===== src/rtl/pipe_stage_skid_if.sv =====
// Handshake bundle for pipe_stage_skid: upstream valid/ready/data, downstream
// valid/ready/data, flush and the performance counters.
interface pipe_stage_skid_if #(
  parameter int unsigned DATA_W = 97,
  parameter int unsigned CNT_W  = 32
);
  logic              flush;
  logic              in_valid;
  logic              in_ready;
  logic [DATA_W-1:0] in_data;
  logic              out_valid;
  logic              out_ready;
  logic [DATA_W-1:0] out_data;
  logic [CNT_W-1:0]  stall_cnt;
  logic [CNT_W-1:0]  bubble_cnt;

  modport master (
    output flush, in_valid, in_data, out_ready,
    input  in_ready, out_valid, out_data, stall_cnt, bubble_cnt
  );

  modport slave (
    input  flush, in_valid, in_data, out_ready,
    output in_ready, out_valid, out_data, stall_cnt, bubble_cnt
  );
endinterface


===== src/rtl/pipe_stage_skid.sv =====
// Generic inter-stage pipeline register with valid/ready handshake, optional
// 2-entry skid buffer, flush and saturating stall/bubble counters.
module pipe_stage_skid #(
  parameter int unsigned DATA_W  = 97,
  parameter int unsigned SKID_EN = 1,
  parameter int unsigned CNT_W   = 32
) (
  input  logic           clk,
  input  logic           rst,
  pipe_stage_skid_if.slave bus
);

  localparam logic [1:0] ST_EMPTY = 2'd0;
  localparam logic [1:0] ST_BUSY  = 2'd1;
  localparam logic [1:0] ST_FULL  = 2'd2;

  logic [1:0]        state_q, state_d;
  logic [DATA_W-1:0] main_q, main_d;
  logic [DATA_W-1:0] skid_q, skid_d;
  logic              in_ready_q, in_ready_d;
  logic [CNT_W-1:0]  stall_q, stall_d;
  logic [CNT_W-1:0]  bubble_q, bubble_d;

  logic out_valid;
  logic in_ready;
  logic in_xfer;

  assign out_valid = (state_q != ST_EMPTY);
  // Without the skid entry, readiness must follow out_ready in the same cycle.
  assign in_ready  = (SKID_EN != 0) ? in_ready_q : (!out_valid || bus.out_ready);
  assign in_xfer   = bus.in_valid && in_ready;

  always_comb begin
    state_d = state_q;
    main_d  = main_q;
    skid_d  = skid_q;
    if (bus.flush) begin
      state_d = ST_EMPTY;
    end else begin
      case (state_q)
        ST_EMPTY: begin
          if (in_xfer) begin
            main_d  = bus.in_data;
            state_d = ST_BUSY;
          end
        end
        ST_BUSY: begin
          if (in_xfer && bus.out_ready) begin
            main_d = bus.in_data;
          end else if (in_xfer) begin
            skid_d  = bus.in_data;
            state_d = ST_FULL;
          end else if (bus.out_ready) begin
            state_d = ST_EMPTY;
          end
        end
        ST_FULL: begin
          if (bus.out_ready) begin
            main_d  = skid_q;
            state_d = ST_BUSY;
          end
        end
        default: state_d = ST_EMPTY;
      endcase
    end
    in_ready_d = (state_d != ST_FULL);
  end

  always_comb begin
    stall_d  = stall_q;
    bubble_d = bubble_q;
    if (out_valid && !bus.out_ready && (stall_q != '1)) begin
      stall_d = stall_q + CNT_W'(1);
    end
    if (!out_valid && (bubble_q != '1)) begin
      bubble_d = bubble_q + CNT_W'(1);
    end
  end

  always_ff @(posedge clk or posedge rst) begin
    if (rst) begin
      state_q    <= ST_EMPTY;
      main_q     <= '0;
      skid_q     <= '0;
      in_ready_q <= 1'b1;
      stall_q    <= '0;
      bubble_q   <= '0;
    end else begin
      state_q    <= state_d;
      main_q     <= main_d;
      skid_q     <= skid_d;
      in_ready_q <= in_ready_d;
      stall_q    <= stall_d;
      bubble_q   <= bubble_d;
    end
  end

  assign bus.in_ready   = in_ready;
  assign bus.out_valid  = out_valid;
  assign bus.out_data   = main_q;
  assign bus.stall_cnt  = stall_q;
  assign bus.bubble_cnt = bubble_q;

endmodule


===== src/flat_wrapper.sv =====
// flat-port wrapper written by rule: the top's interface ports become plain ports
module pipe_stage_skid_flat 
#(
  parameter int unsigned DATA_W  = 97,
  parameter int unsigned SKID_EN = 1,
  parameter int unsigned CNT_W   = 32
)
  (clk, rst, bus_flush, bus_in_valid, bus_in_data, bus_out_ready, bus_in_ready, bus_out_valid, bus_out_data, bus_stall_cnt, bus_bubble_cnt);
  pipe_stage_skid_if #(.DATA_W(DATA_W), .CNT_W(CNT_W)) bus_i ();
  input  logic clk;
  input  logic rst;
  input wire logic [$bits(bus_i.flush)-1:0] bus_flush;
  input wire logic [$bits(bus_i.in_valid)-1:0] bus_in_valid;
  input wire logic [$bits(bus_i.in_data)-1:0] bus_in_data;
  input wire logic [$bits(bus_i.out_ready)-1:0] bus_out_ready;
  output wire logic [$bits(bus_i.in_ready)-1:0] bus_in_ready;
  output wire logic [$bits(bus_i.out_valid)-1:0] bus_out_valid;
  output wire logic [$bits(bus_i.out_data)-1:0] bus_out_data;
  output wire logic [$bits(bus_i.stall_cnt)-1:0] bus_stall_cnt;
  output wire logic [$bits(bus_i.bubble_cnt)-1:0] bus_bubble_cnt;
  assign bus_i.flush = bus_flush;
  assign bus_i.in_valid = bus_in_valid;
  assign bus_i.in_data = bus_in_data;
  assign bus_i.out_ready = bus_out_ready;
  assign bus_in_ready = bus_i.in_ready;
  assign bus_out_valid = bus_i.out_valid;
  assign bus_out_data = bus_i.out_data;
  assign bus_stall_cnt = bus_i.stall_cnt;
  assign bus_bubble_cnt = bus_i.bubble_cnt;
  pipe_stage_skid #(.DATA_W(DATA_W), .SKID_EN(SKID_EN), .CNT_W(CNT_W)) u_core (.clk(clk), .rst(rst), .bus(bus_i));
endmodule

===== config.mk =====
export PLATFORM = sky130hd
export DESIGN_NAME = pipe_stage_skid_flat
export DESIGN_NICKNAME = d
export VERILOG_FILES = /design/src/rtl/pipe_stage_skid_if.sv /design/src/rtl/pipe_stage_skid.sv /design/src/flat_wrapper.sv
export SDC_FILE = /design/constraint.sdc
export NUM_CORES = 1
export LEC_CHECK = 0
export BUFFER_PORTS_ARGS = -buffer_cell sky130_fd_sc_hd__buf_2
export CAP_MARGIN = 10
export CORE_MARGIN = 5
export CORE_UTILIZATION = 25
export CTS_CLUSTER_SIZE = 40
export DETAILED_ROUTE_END_ITERATION = 10
export HOLD_SLACK_MARGIN = 0.08
export PLACE_DENSITY_LB_ADDON = 0.3
export SYNTH_ARGS = -nofsm -noshare
export SYNTH_HDL_FRONTEND = slang
export SYNTH_SLANG_ARGS = --single-unit

===== constraint.sdc =====
create_clock -name clk -period 10.09 [get_ports clk]
set_input_delay 2.018 -clock clk [delete_from_list [all_inputs] [get_ports clk]]
set_output_delay 2.018 -clock clk [all_outputs]
set_load 0.005 [all_outputs]

==> impl_results.md <==
* Status: finished clean
* IO Count at between 200 and 300
* Setup tns final at 0 ns
* Share of cells above drive strength 1 at 0.365
* Clock Skews at 0.0138 ns
* Max-slew violation count at 0
* Crit path required time at approximately 8.1 ns
* Post-Syn Area at between 10000 and 15000 um^2
* Slew headroom at 0.359
* Initial antenna violation count at 8
* Leakage power at between 0.007 and 0.008 uW
* DRC Markers at 0
* Ys flop type: dfrtp_1
* Register area share after synthesis at 0.575
* FILL cells at 4575
* Number of detailed-route iterations in the first pass at 5
* Cell count after synthesis at 952
* Vias in the first global route at ~8200
* Tot GR Track Use at 0.114
* Max stage delay cell, worst path: nor2_1
* Hold Buf Count CTS at 0
* Area delta synth->final at 27.0%
* Drt wl/cell at between 15 and 20 um
* Worst-Margin Slew at roughly 0.95 ns
* Die height at between 200 and 250 um
* Dpl cells at roughly 1800
* Area share of xor/xnor cells in the synthesized design at 0.0439
* M1 GR Usage at 0.147
* Initial core utilization at 0.251
* Max Cap Viol at 0
* Complex-gate fraction of the synthesized area at 0.0534
* Syn nets at 1056
* Met3 usage at 0.0408
* Worst Setup Path Type: register to primary output
* Post-synthesis mux area share at 0.189
* YS warnings at 0
* Synth top area share at 0.573
* Cts bufs inserted at 30
* Setup crit start kind: register
* Crit path DAT at roughly 2.3 ns
* Pwr Density at about 210 nW/um^2
* GRT busiest layer: met2
* Via-per-instance ratio at 4.36
* Worst-Skew Late Latency at 0.56 ns
* H-tree levels at 1
* Final min period at approximately 4.3 ns
* Via count at approximately 8000
* M2 GR Usage at 0.183
* Routability cong. at 0.784
* Avg Inst Size Synth at 11.9 um^2
* Sinks on Clock Net at 261
* Row count at 78
* Non-filler cells, final at ~1800
* Adder-cell area share of the yosys netlist at 0.00220
* Most frequent cell after synthesis: dfrtp_1
* RSZ-0062 raised after global routing: no
* Pwr Total at 3050 uW
* Post-Route WL at 29300 um
* Max frequency at 232 MHz
* Root Buffer: clkbuf_16
* Count of nets after finishing at roughly 1300
* Pin count of the biggest net entering global routing at between 100 and 150
* Overflow after GRT at 0
* CTS clk-pin slew, worst paths at around 0.06 ns
* Slowest stage delay, CP at between 0.7 and 0.8 ns
* Drt first-iter violations at roughly 380
* Port Buffers at about 260
* Max VDD drop at roughly 0.13 mV
* Fin. Hold Viols at 0
* Async SR Flop Fraction at 1.00
* Core Area at 45200 um^2
* Final Util at 0.319
* DP Wirelength at between 15000 and 20000 um
* Synth area leader: dfrtp_1
* Routed Antenna Nets at 0
* Reg2reg setup slack at 7.37 ns
* Distinct cell type count after synthesis at between 50 and 60
* CTS tree: yes
* Combinational family with the most area after synthesis: multiplexers
* Setup Buffers After CTS at 0
* Post-CTS resize count at 0
* Part of the cycle the worst path needs at 0.428
* First-pass GRT wire length at 46600 um
* Horiz. Die Dim at between 200 and 250 um
* CP Capture Type: primary output
* CP max FO at 13
* Synth top cells by count: dfrtp_1 (260), nand2_1 (129), mux2_2 (101)
* Synth area leaders: dfrtp_1 (57%), mux2_2 (10%), mux2i_1 (8.7%), nand2_1 (4.3%), o21ai_1 (2.6%)
* Cells along the critical path: nor2_1 > inv_1 > buf_2
* Min-delay worst type: register to register
* Number of synthesized flops with an enable pin at 0
* Yosys reg bits at 261
* Setup violations, final at 0
* Simple-gate share of the synthesized area at 0.117
* DIE AREA at 49800 um^2
* Clock Path Buffers at 3
critical path: cells and delay by family, from the launching register on:
family	cells	cell delay (ns)
buffers and inverters	2	0.55
flip-flops	1	0.48
AND/OR/NAND/NOR	1	0.71
layout make-up:
type,count,area (um^2),area share
Clock buffer,45,918,0.0637
Tap cell,600,751,0.0520
Antenna cell,3,7.51,0.000520
Clock inverter,11,183,0.0127
Timing Repair Buffer,269,1370,0.0950
Multi-Input combinational cell,639,4630,0.321
Sequential cell,261,6530,0.453
Inverter,7,33.8,0.00234
stage by stage:
step	setup WS, ns	cell area [um^2]	hold slack, ns
final	5.77	14400	0.475
after CTS	5.65	14400	0.479
after detailed placement	5.47	13300	0.465
after global routing	5.54	14400	0.500
after global placement	5.54	13300	0.458
after floorplan	0.890	11400	0.473
cell families (layout without fill, tap and decap cells):
logic type	after synthesis	in the layout
adders and majority gates	2	2
muxes	201	201
DFF	261	261
xor gates and xnor gates	57	57
other	0	3
and+or+nand+nor	266	266
buffers and inverters	52	332
AOI/OAI and AO/OA	113	113
flip-flops by register name, summed over array words and instances (netlist names):
register / cells
u_core.bus.out_data: 97
u_core.state_q: 2
u_core.skid_q: 97
u_core.bus.stall_cnt: 32
u_core.bus.in_ready: 1
u_core.bus.bubble_cnt: 32
worst paths after layout:
path / startpoint / to / cells past startpoint
setup / recovery: u_core.state_q[1]$_DFF_PP0_ / bus_out_valid / 3
hold reg to reg: u_core.bus.out_data[69]$_DFFE_PP0P_ / u_core.bus.out_data[69]$_DFFE_PP0P_ / 2
min in group asynchronous: rst / u_core.bus.bubble_cnt[29]$_DFFE_PP0P_ / 2
hold / removal: u_core.bus.out_data[69]$_DFFE_PP0P_ / u_core.bus.out_data[69]$_DFFE_PP0P_ / 2
setup reg to reg: u_core.state_q[0]$_DFF_PP0_ / u_core.bus.out_data[63]$_DFFE_PP0P_ / 5
max in group asynchronous: rst / u_core.skid_q[18]$_DFFE_PP0P_ / 3
power by group:
group | switching (uW) | leakage [uW] | internal, uW | total, uW
clock network | 446 | 0.000543 | 752 | 1200
registers | 132 | 0.00330 | 1260 | 1400
logic | 212 | 0.00374 | 244 | 456
total | 790 | 0.00759 | 2260 | 3050
per-layer routing:
metal	up-vias	routed length, um
li1	3844	-
met1	3909	12600
met2	208	13700
met3	38	2360
met4	8	537
met5	-	61
placed cells by master (no fill, tap or decap), drive strengths merged, types with 2 or more instances in the layout:
master / synthesis / routed
buf: 22 / 269
dfrtp: 260 / 260
nand2: 129 / 129
mux2: 102 / 102
mux2i: 99 / 99
o21ai: 99 / 99
clkbuf: 23 / 45
xor2: 34 / 34
nor2: 33 / 33
nand3: 29 / 29
xnor2: 23 / 23
nor3: 18 / 18
nand4: 15 / 15
and3: 12 / 12
inv: 7 / 7
and2: 6 / 6
and4: 5 / 5
clkinv: 0 / 5
bufinv: 0 / 5
nor4: 4 / 4
diode: 0 / 3
a31oi: 3 / 3
or4: 3 / 3
nand2b: 3 / 3
nor3b: 2 / 2
o2111ai: 2 / 2
ha: 2 / 2
Note: power is estimated with default switching activity, not from simulation.
